File: src/rtl/ddr_score_keeper_pkg.sv
// Shared definitions for the scoring stage: game-state codes, arrow width, saturation limits, window FSM encoding.
package ddr_score_keeper_pkg;

    localparam int STATE_BITS      = 1;
    localparam int NUM_ARROWS_BITS = 2;

    localparam logic [STATE_BITS:0] STATE_RESET    = 2'd0;
    localparam logic [STATE_BITS:0] STATE_PLAY     = 2'd1;
    localparam logic [STATE_BITS:0] STATE_PAUSE    = 2'd2;
    localparam logic [STATE_BITS:0] STATE_GAMEOVER = 2'd3;

    localparam int SCORE_W = 14;

    typedef enum logic [1:0] {
        IDLE   = 2'd0,
        ARMED  = 2'd1,
        SCORED = 2'd2
    } win_state_t;

endpackage

File: src/rtl/ddr_score_keeper_rise_detect.sv
// Registered rising-edge detector; the delay register samples every cycle so gating elsewhere never fabricates an edge.
// Latency: combinational pulse against a one-cycle-old copy; no backpressure.
module rise_detect (
    input  logic clk,
    input  logic reset,
    input  logic i_d,
    output logic o_rise
);

    logic r_q;

    always_ff @(posedge clk or posedge reset) begin
        if (reset) r_q <= 1'b0;
        else       r_q <= i_d;
    end

    assign o_rise = i_d & ~r_q;

endmodule

File: src/rtl/ddr_score_keeper.sv
// Score / combo / best-combo keeper driven by hit events and beat windows, saturating at SCORE_MAX.
// Latency: outputs registered, update one cycle after the input edge; no backpressure, events accepted every cycle.
module ddr_score_keeper
    import ddr_score_keeper_pkg::*;
#(
    parameter int SCORE_MAX  = 9999,
    parameter int COMBO_STEP = 10,
    parameter int MULT_MAX   = 4,
    parameter int COMBO_SHOW = 2
) (
    input  logic                       clk,
    input  logic                       reset,
    input  logic [STATE_BITS:0]        state,
    input  logic                       metronome_clk,
    input  logic [NUM_ARROWS_BITS:0]   arrow,
    input  logic                       correctHit,
    input  logic                       incorrectHit,
    output logic [SCORE_W-1:0]         score,
    output logic [SCORE_W-1:0]         comboCount,
    output logic [SCORE_W-1:0]         bestCombo,
    output logic                       combo_en
);

    logic w_beat, w_right, w_wrong;

    rise_detect u_beat  (.clk(clk), .reset(reset), .i_d(metronome_clk), .o_rise(w_beat));
    rise_detect u_right (.clk(clk), .reset(reset), .i_d(correctHit),    .o_rise(w_right));
    rise_detect u_wrong (.clk(clk), .reset(reset), .i_d(incorrectHit),  .o_rise(w_wrong));

    win_state_t r_win, w_next;
    logic w_hit, w_brk, w_clr;

    always_ff @(posedge clk or posedge reset) begin
        if (reset) r_win <= IDLE;
        else       r_win <= w_next;
    end

    // A hit landing on the closing beat is charged to the old window, and the new one opens ARMED.
    always_comb begin
        w_next = r_win;
        w_hit  = 1'b0;
        w_brk  = 1'b0;
        w_clr  = 1'b0;
        case (state)
            STATE_RESET: begin
                w_clr  = 1'b1;
                w_next = IDLE;
            end
            STATE_PLAY: begin
                case (r_win)
                    IDLE:   if (w_beat) w_next = ARMED;
                    ARMED: begin
                        if (w_wrong) begin
                            w_brk  = 1'b1;
                            w_next = w_beat ? ARMED : SCORED;
                        end else if (w_right) begin
                            w_hit  = 1'b1;
                            w_next = w_beat ? ARMED : SCORED;
                        end else if (w_beat && (arrow != '0)) begin
                            w_brk  = 1'b1;
                        end
                    end
                    SCORED: if (w_beat) w_next = ARMED;
                    default: w_next = IDLE;
                endcase
            end
            STATE_GAMEOVER: w_next = IDLE;
            default: ;
        endcase
    end

    logic [SCORE_W-1:0] r_score, r_combo, r_best;
    logic               r_combo_en;
    logic [SCORE_W-1:0] w_mult, w_score_inc, w_combo_inc, w_best_inc;
    logic [SCORE_W:0]   w_score_sum;

    // Multiplier from the pre-increment combo, clamped once the combo reaches the top step.
    always_comb begin
        if (r_combo >= SCORE_W'((MULT_MAX - 1) * COMBO_STEP))
            w_mult = SCORE_W'(MULT_MAX);
        else
            w_mult = r_combo / SCORE_W'(COMBO_STEP) + SCORE_W'(1);
        w_score_sum = {1'b0, r_score} + {1'b0, w_mult};
        w_score_inc = (w_score_sum >= (SCORE_W + 1)'(SCORE_MAX)) ? SCORE_W'(SCORE_MAX)
                                                                : w_score_sum[SCORE_W-1:0];
        w_combo_inc = (r_combo >= SCORE_W'(SCORE_MAX)) ? r_combo : r_combo + SCORE_W'(1);
        w_best_inc  = (w_combo_inc > r_best) ? w_combo_inc : r_best;
    end

    always_ff @(posedge clk or posedge reset) begin
        if (reset) begin
            r_score    <= '0;
            r_combo    <= '0;
            r_best     <= '0;
            r_combo_en <= 1'b0;
        end else if (w_clr) begin
            r_score    <= '0;
            r_combo    <= '0;
            r_best     <= '0;
            r_combo_en <= 1'b0;
        end else if (w_brk) begin
            r_combo    <= '0;
            r_combo_en <= 1'b0;
        end else if (w_hit) begin
            r_score    <= w_score_inc;
            r_combo    <= w_combo_inc;
            r_best     <= w_best_inc;
            r_combo_en <= (w_combo_inc >= SCORE_W'(COMBO_SHOW));
        end
    end

    assign score      = r_score;
    assign comboCount = r_combo;
    assign bestCombo  = r_best;
    assign combo_en   = r_combo_en;

endmodule

File: config.mk
export PLATFORM = sky130hd
export DESIGN_NAME = ddr_score_keeper
export DESIGN_NICKNAME = d
export VERILOG_FILES = /design/src/rtl/ddr_score_keeper_pkg.sv /design/src/rtl/ddr_score_keeper_rise_detect.sv /design/src/rtl/ddr_score_keeper.sv
export SDC_FILE = /design/constraint.sdc
export NUM_CORES = 1
export LEC_CHECK = 0
export BUFFER_PORTS_ARGS = -buffer_cell sky130_fd_sc_hd__buf_2
export CORE_MARGIN = 2
export CORE_UTILIZATION = 45
export DETAILED_ROUTE_END_ITERATION = 7
export GPL_TIMING_DRIVEN = 1
export PLACE_DENSITY = 0.67
export SLEW_MARGIN = 40
export SYNTH_ARGS = -nofsm -noshare
export SYNTH_HDL_FRONTEND = slang
export SYNTH_SLANG_ARGS = --single-unit
File: constraint.sdc
create_clock -name clk -period 6.9 [get_ports clk]
set_input_delay 1.38 -clock clk [delete_from_list [all_inputs] [get_ports clk]]
set_output_delay 1.38 -clock clk [all_outputs]
set_load 0.05 [all_outputs]
# ---- After elaboration in Yosys (flattened, before gate mapping)
# Cells that the tools add are included.
dict set report word_totals {
  elab_cells 75
  register_bits 48
}
dict set report op_classes {
  magnitude_cmp 5
  bitwise 6
  n_div 1
  reduce_logical 13
  mux 32
  n_eq_ne 7
  addsub 3
}
# operator n
set op_table {}
lappend op_table {{$mux 14} 13}
lappend op_table {{$add 14x1->14 const B} 2}
lappend op_table {{$add 14x14->15} 1}
lappend op_table {{$ge 15x14->1 const B} 1}
lappend op_table {{$div 14x4->14 const B} 1}
lappend op_table {{$ge 14x14->1 const B} 1}
lappend op_table {{$ge 14x2->1 const B} 1}
lappend op_table {{$ge 14x5->1 const B} 1}
lappend op_table {{$gt 14x14->1} 1}
lappend op_table {{$mux 1} 13}
lappend op_table {{$mux 2} 4}
lappend op_table {{$pmux 2 s2} 2}
lappend op_table {{$reduce_and 3->1} 2}
lappend op_table {{$reduce_bool 2->1} 3}
lappend op_table {{$reduce_bool 3->1} 2}
lappend op_table {{$eq 2x1->1 const B} 2}
lappend op_table {{$eq 2x2->1 const B} 2}
lappend op_table {{$logic_not 2->1} 2}
lappend op_table {{$ne 4x2->1 const B} 1}
lappend op_table {{$reduce_or 2->1} 2}
lappend op_table {{$and 1x1->1} 3}
lappend op_table {{$ne 3x3->1 const B} 1}
lappend op_table {{$not 1->1} 3}
lappend op_table {{$ne 2x1->1 const B} 1}
lappend op_table {{2 further kinds} 2}

# ---- Depth between registers and ports, before layout
# Gate-level depths: netlist of run 1.
dict set report depth {
  word_depth 10
  mapped_depth 30
  ltp_nobuf 28
}

# ---- Cells and area by module
# Synthesis of run 1 repeated with hierarchy kept, for this count alone.
dict set report unflattened {
  hier_cells 579
  hier_area_um2 4748.3
}
# mod area_each_um2 instances cells_each
set by_module_without_submodules {}
lappend by_module_without_submodules {ddr_score_keeper 4620.7 1 570}
lappend by_module_without_submodules {rise_detect 42.5 3 3}

# ---- Worst setup path after synthesis of run 1
# No wires, ideal clock.
dict set report synth_path {
  kind {reg-to-reg}
  start {register r_combo[12] (netlist: comboCount[12])}
  end {register r_score[1] (netlist: score[1])}
  t_arrival_ps 6963
  n_path_buf 2
  synth_period_minus_slack_ps 7107
  setup_slack_ps -207
  path_stages_with_launch 31
  required_ps 6757
  cell_sequence {dfrtp_1 -> buf_6 -> buf_6 -> nor2b_4 -> a211o_1 -> o22a_2 -> or4_1 -> o311ai_2 -> a21o_2 -> nor2_1 -> a221oi_4 -> a21oi_1 -> o31a_1 -> maj3_2 -> a211o_1 -> ha_1 -> or3_1 -> nand3_1 -> ha_1 -> nor2b_1 -> o21ai_0 -> a21boi_0 -> o21ai_0 -> nand2b_1 -> a21oi_1 -> o21ai_0 -> o41ai_1 -> mux2_2 -> o21ai_1 -> and2_1 -> a221oi_1}
}
dict set report synth_between {
  elab_chain_cells 9
  word_cells_on_any_way 10
}
# item line
set synth_rtl {}
lappend synth_rtl {{start: declaration} ddr_score_keeper.sv:72} ;# logic [SCORE_W-1:0] r_score, r_combo, r_best;
lappend synth_rtl {{start signal: assignment} ddr_score_keeper.sv:106} ;# r_combo <= w_combo_inc;
lappend synth_rtl {{$div 14x4->14} ddr_score_keeper.sv:82} ;# w_mult = r_combo / SCORE_W'(COMBO_STEP) + SCORE_W'(1);
lappend synth_rtl {{$add 14x1->14} ddr_score_keeper.sv:82}
lappend synth_rtl {{$mux 14 *} ddr_score_keeper.sv:79} ;# if (r_combo >= SCORE_W'((MULT_MAX - 1) * COMBO_STEP))
lappend synth_rtl {{$add 14x14->15 *} ddr_score_keeper.sv:83} ;# w_score_sum = {1'b0, r_score} + {1'b0, w_mult};
lappend synth_rtl {{$ge 15x14->1} ddr_score_keeper.sv:84} ;# w_score_inc = (w_score_sum >= (SCORE_W + 1)'(SCORE_MAX)) ? SCORE_W'(SCORE_MAX)
lappend synth_rtl {{$mux 14 *} ddr_score_keeper.sv:84}
lappend synth_rtl {{$mux 14 *} ddr_score_keeper.sv:104} ;# end else if (w_hit) begin
lappend synth_rtl {{$mux 14 *} ddr_score_keeper.sv:101} ;# end else if (w_brk) begin
lappend synth_rtl {{$mux 14 *} ddr_score_keeper.sv:96} ;# end else if (w_clr) begin
lappend synth_rtl {{end signal: assignment} ddr_score_keeper.sv:105} ;# r_score <= w_score_inc;
lappend synth_rtl {{end: declaration} ddr_score_keeper.sv:72}
# Mark *: on every way between the ends. The rest lies on a longest branch, timed or not. The select of a mux whose other input is x is not followed.
# A chain may end at the register's enable or synchronous reset.

# ---- Worst setup path in the final report of run 1
dict set report layout_path {
  start {register r_combo[13] (netlist: comboCount[13])}
  end {register r_score[2] (netlist: score[2])}
}
# Same word-level chain as after synthesis.

==> metrics, run 1 <==
Seq/Total Area, Yosys=26.3%; Routed WL=12500 um; syn avg cell area=8.06 um^2; synth warn=0; largest stage delay on the critical path=0.45 ns; largest net degree at the start of global routing=49; Min-Delay Startpoint=combo_en; I/O Buffers=52; number of global-route vias before repair=4278; power density cells=119 nW/um^2; drt first pass iters=4; Final Wtd Congestion=0.854; initial antenna violation count=0; Wirelength per Cell=15.8 um; Placement Setup Slack=-0.0300 ns; Layout Cell Area excl Fill=5680 um^2; Yosys cell types=82; core area=9820 um^2; Cell Area, Placed=5140 um^2; R2R Path Start=comboCount[13]; Data required, critical path=7.09 ns; I/O pin cnt=53; GR Overflow Total=0; row cnt=36; max_cap viols=0; Diodes inserted=0; Slew HR=52.1%; Finish-stage setup viols=0; status=completed; Critical Path End Type=flip-flop; share of layout cells above drive strength 1=27.1%; FFs w/ async S/R, synth=100%; f_max=0.150 GHz; Worst VDD drop=0.000153 V; Clock Path Buffers=2; NumNets Final=701; initial core utilization=46.4%; EDFF count, synth=0; WP data arrival=6.85 ns; Finished Layout Cells=791; Clock Skew=0.00649 ns; clock-pin slew on the worst setup and hold paths=0.09 ns; Worst-Skew Late Latency=0.30 ns; Hold Fails Final Rpt=0; crit path kind=reg -> reg; Worst Setup SP=comboCount[13]; Post-Syn Area=4560 um^2; CP most frequent cell=buf_4; slowest CP cell=dfrtp_2; DR vias/cell=5.91; DIE AREA=11000 um^2; Post-DP HPWL=8830 um; post-route antenna net violation count=0; Sink Count=48; post-synthesis cell count=566; HP Class=reg -> reg; Main synth FF type=dfrtp_1; Crit Path Max Fanout=8; dpl cells=766; crit share post-route=96.5%; root buffer cell=clkbuf_8; crit path launch type=flip-flop; first-pass GRT wire length=20200 um; residual DRC count=0; Num CTS Buffers=5; Final Slew Violations=0; TNS Setup=0 ns; Util after Layout=57.9%; Die Wd=105 um; number of synthesized register bits=48; Iteration-0 DRC Markers=290; Die H=105 um; Layout area overhead=24.6%; leak pwr=0.00260 uW; CTS tree=yes; worst setup margin=0.243 ns; Tmin final=6.66 ns; Total GRT Usage=21.5%; Worst-Margin Slew=0.717 ns; htree depth=2; vias after detailed routing=4672; fillcell total=911
-- synth_stat cells (all sizes together), types with 5 or more instances --
cell type / number / area (um^2)
a211o: 6 / 52.6
a21oi: 41 / 216
and3: 5 / 31.3
dfrtp: 48 / 1200
xor2: 5 / 43.8
a21o: 10 / 76.3
nor4: 7 / 43.8
xnor2: 19 / 166
nor3: 41 / 205
o21ai: 35 / 175
nand2b: 10 / 62.6
a31oi: 9 / 56.3
nor2b: 6 / 52.6
nor2: 37 / 139
nand2: 33 / 124
o211ai: 5 / 37.5
ha: 33 / 413
a41oi: 6 / 60.1
clkbuf: 21 / 78.8
inv: 47 / 176
and2: 7 / 46.3
nand4: 18 / 113
nand3: 11 / 55.1
a211oi: 17 / 128
buf: 8 / 80.1
-- worst paths after layout --
check | slack (ns) | cells after the start | to
hold / removal | 0.50 | 2 | combo_en
max in group asynchronous | 5.32 | 2 | comboCount[9]
setup reg to reg | 0.24 | 32 | score[2]
min in group asynchronous | 1.14 | 2 | score[3]
setup / recovery | 0.24 | 32 | score[2]
hold reg to reg | 0.50 | 2 | combo_en
-- state kept, by name, summed over array words and instances (netlist names) --
name,count
u_wrong.r_q,1
u_beat.r_q,1
score,14
r_win,2
bestCombo,14
comboCount,14
combo_en,1
u_right.r_q,1
-- placed cells by master (no fill, tap or decap), types with 5 or more instances in the layout --
master | synthesis | final
nand3_1 | 11 | 10
a211o_1 | 6 | 6
dfrtp_2 | 0 | 5
dfrtp_1 | 48 | 43
xnor2_1 | 19 | 19
a21oi_1 | 40 | 35
nand2_1 | 33 | 33
nor3_1 | 41 | 39
buf_2 | 1 | 52
a211oi_1 | 17 | 14
nor2_1 | 37 | 37
o21ai_0 | 33 | 29
ha_1 | 33 | 32
a31oi_1 | 9 | 7
nand2b_1 | 10 | 10
and2_1 | 6 | 5
a21oi_2 | 0 | 5
buf_4 | 1 | 50
a21o_1 | 9 | 9
inv_1 | 47 | 46
o211ai_1 | 5 | 5
conb_1 | 1 | 9
nand4_1 | 18 | 18
clkbuf_8 | 0 | 6
-- worst max-delay path, delay by kind of cell (launching register included) --
family | cells | cell delay [ns]
AO/OA/AOI/OAI | 15 | 2.64
multiplexers | 1 | 0.39
buffers and inverters | 6 | 0.86
flip-flops | 1 | 0.45
AND/OR/NAND/NOR | 7 | 1.51
adder cells (fa/ha/maj) | 3 | 0.72
-- cell type report --
type                    count  area (um^2)  share of cell area, %
multi-input cells         447         3370                   59.2
flip-flops and latches     48         1210                   21.2
repair buffers            105          663                   11.7
inverters                  50          190                   3.35
well taps                 133          166                   2.93
clock buffers               8         90.1                   1.59
-- where the power goes --
part           switching, uW  internal [uW]  total [uW]
Clock                   92.5           81.9         174
Sequential              9.87            293         303
Combinational            131           65.9         197
-- timing repair --
item                                    CTS  global route
gates resized for setup                   7            58
hold buffers                              0             0
pin swaps                                 0            34
endpoints found under the hold margin     0             0
buffers inserted                          0            17
endpoints found under the setup margin    8            14
-- per-layer routing --
metal | up-vias | track usage (%) | wire [um]
li1 | 2282 | - | -
met1 | 2245 | 30.4 | 5700
met2 | 130 | 34.8 | 6010
met3 | 15 | 2.81 | 597
met4 | 0 | 5.62 | 166
met5 | - | 0 | 0
-- cell families (layout without fill, tap and decap cells) --
family | after synthesis | count (layout) | synth area share [%]
compound gates | 174 | 174 | 27.2
xor+xnor | 24 | 24 | 4.61
fa+ha+maj | 36 | 36 | 9.96
buf+inv | 79 | 163 | 7.60
flops | 48 | 48 | 26.3
mux | 1 | 1 | 0.247
other cells | 1 | 9 | 0.0822
simple gates | 203 | 203 | 23.9
-- metrics by stage --
| stage | hold WS, ns | total power [uW] |
|---|---|---|
| after floorplan | 0.524 | 453 |
| after global placement | 0.479 | 493 |
| after detailed placement | 0.479 | 498 |
| after CTS | 0.498 | 676 |
| after global routing | 0.545 | 711 |
| final | 0.499 | 674 |
(Power assumes the default switching activity.)
==> inputs of run 2 (changes only) <==
Settings changed: CELL_PAD_IN_SITES_DETAIL_PLACEMENT from default to 1, CELL_PAD_IN_SITES_GLOBAL_PLACEMENT from default to 1, CORE_UTILIZATION 45 to 40, CTS_CLUSTER_DIAMETER from default to 120, PLACE_DENSITY 0.67 to 0.77.
==> metrics, run 2 (synthesis gave the netlist of run 1 again) <==
status=completed; f_max=0.146 GHz (-2.8%); Clk network pwr share=34.9% (+9.0 points); Die Wd=111 um (+5.8%); I/O pin cnt=53 (unchanged); share of layout cells above drive strength 1=31.1% (+4.0 points); Layout area overhead=31.2%; most frequent cells in the layout=buf_2 (53), buf_4 (47), inv_1 (46); power density cells=133 nW/um^2 (+12%); post-route antenna net violation count=0 (unchanged); Crit Path Max Fanout=7 (-1); initial core utilization=41.5% (-4.9 points); Critical Path End Type=flip-flop; row cnt=38 (+5.6%); initial antenna violation count=0 (unchanged); Die H=111 um (+5.8%); Util after Layout=54.5% (-3.4 points); HP Class=reg -> reg; root buffer cell=clkbuf_16; crit path launch type=flip-flop; Worst-Margin Slew=0.795 ns (+0.0778 ns); Post-DP HPWL=10500 um (+19%); Bufs and invs on worst path=2 (-4); Seq pwr share=38.1% (-6.8 points); WP data arrival=7.04 ns (+0.19 ns); Iteration-0 DRC Markers=292 (+0.69%); Wirelength per Cell=20.4 um (+29%); slowest CP cell=dfrtp_2; GR Overflow Total=0 (unchanged); crit path kind=reg -> reg; Num CTS Buffers=5 (unchanged); residual DRC count=0 (unchanged); Worst VDD drop=0.000142 V (-7.2%); Post-CTS Hold Fix Bufs=0 (unchanged); Clock Skew=0.0121 ns (+0.00563 ns); Worst-Skew Late Latency=0.30 ns (about the same); Finish-stage setup viols=0 (unchanged); crit share post-route=99.2% (+2.8 points); Combinational Power Share=27.0% (-2.2 points); Switching Share=32.7% (-1.9 points); vias after detailed routing=4920 (+5.3%); Net Sw Power=261 uW (+12%); Cell Area, Placed=5110 um^2 (-0.71%); Clock Path Buffers=2 (unchanged); Hold Fails Final Rpt=0 (unchanged); core area=11000 um^2 (+12%); Tmin final=6.85 ns (+0.191 ns); Diodes inserted=0 (unchanged); Total GRT Usage=23.2% (+1.6 points); htree depth=2 (unchanged); internal power=537 uW (+22%); DIE AREA=12300 um^2 (+12%); I/O Buffers=52 (unchanged); commonest non-fill, non-tap cell in the layout=buf_2; largest net degree at the start of global routing=49 (unchanged); drt first pass iters=5 (+1); first-pass GRT wire length=24300 um (+20%); Final Wtd Congestion=0.870 (+1.9%); NumNets Final=700 (-0.14%); clock-pin slew on the worst setup and hold paths=0.07 ns (-0.02 ns); DR vias/cell=6.17 (+4.5%); Routed WL=16200 um (+30%); Slew HR=46.9% (-5.2 points); Final Slew Violations=0 (unchanged); largest stage delay on the critical path=0.45 ns (about the same); leak pwr=0.00270 uW (+3.6%); number of global-route vias before repair=4993 (+17%); CTS tree=yes; Layout Cell Area excl Fill=5980 um^2 (+5.3%); Data required, critical path=7.09 ns (about the same); Sink Count=48 (unchanged); Crit path max-delay family=compound AO/OA/AOI/OAI gates; max_cap viols=0 (unchanged)
## run 2: cell count changes in the layout (fill, tap and decap cells not counted), sizes merged
cell | before | now
clkinv | 3 | 4
bufinv | 0 | 1
clkbuf | 9 | 6
## run 2: worst min-delay path: cells and delay by family, from the launching register on
kind	cells	cell delay, ns
AO/OA/AOI/OAI	1	0.08
flip-flops	1	0.34
AND/OR/NAND/NOR	1	0.05
## run 2: final timing paths
path	startpoint	endpoint	slack, ns	cells past startpoint
max	comboCount[11]	score[10]	0.05	30
min	combo_en	combo_en	0.51	2
max reg2reg	comboCount[11]	score[10]	0.05	30
min reg2reg	combo_en	combo_en	0.51	2
max in group asynchronous	reset	comboCount[12]	5.26	2
min in group asynchronous	reset	u_beat.r_q	1.17	2
## run 2: area by class of cell
| type | instances | area, um^2 |
|---|---|---|
| Clock buffer | 6 | 129 |
| Clock inverter | 2 | 35.0 |
| Fill cell | 1307 | 5000 |
| Inverter | 50 | 190 |
| Multi-Input combinational cell | 447 | 3580 |
| Sequential cell | 48 | 1210 |
| Tap cell | 140 | 175 |
| Timing Repair Buffer | 104 | 663 |
## run 2: layer usage
metal	up-vias	track usage, %	routed length (um)
met5	-	0	0
met3	40	2.24	467
met4	0	6.08	458
li1	2276	-	-
met2	134	40.9	8190
met1	2470	30.2	7130
## run 2: power by group through the flow
stage / combinational, uW / clock [uW] / sequential [uW]
3_5_place_dp: 195 / 0 / 309
6_report: 215 / 278 / 304
5_1_grt: 232 / 294 / 306
3_3_place_gp: 188 / 0 / 308
4_1_cts: 199 / 284 / 304
2_1_floorplan: 114 / 0 / 339
## run 2: stage by stage
| step | std cells | TNS (ns) | hold WS [ns] | total power [uW] | setup WS (ns) |
|---|---|---|---|---|---|
| 2_1_floorplan | 574 | 0 | 0.524 | 453 | 0.00316 |
| 3_3_place_gp | 767 | 0 | 0.471 | 496 | 0.0584 |
| 3_5_place_dp | 767 | -2.26 | 0.500 | 504 | -0.202 |
| 4_1_cts | 783 | 0 | 0.514 | 787 | 0.0121 |
| 5_1_grt | 797 | -2.13 | 0.562 | 832 | -0.217 |
| 6_report | 797 | 0 | 0.508 | 798 | 0.0521 |
## run 2: what timing repair did
| item | in CTS | in global routing |
|---|---|---|
| buffers inserted | 8 | 15 |
| resized for setup | 21 | 83 |
| endpoints found under the setup margin | 14 | 14 |
| pin swaps | 7 | 38 |
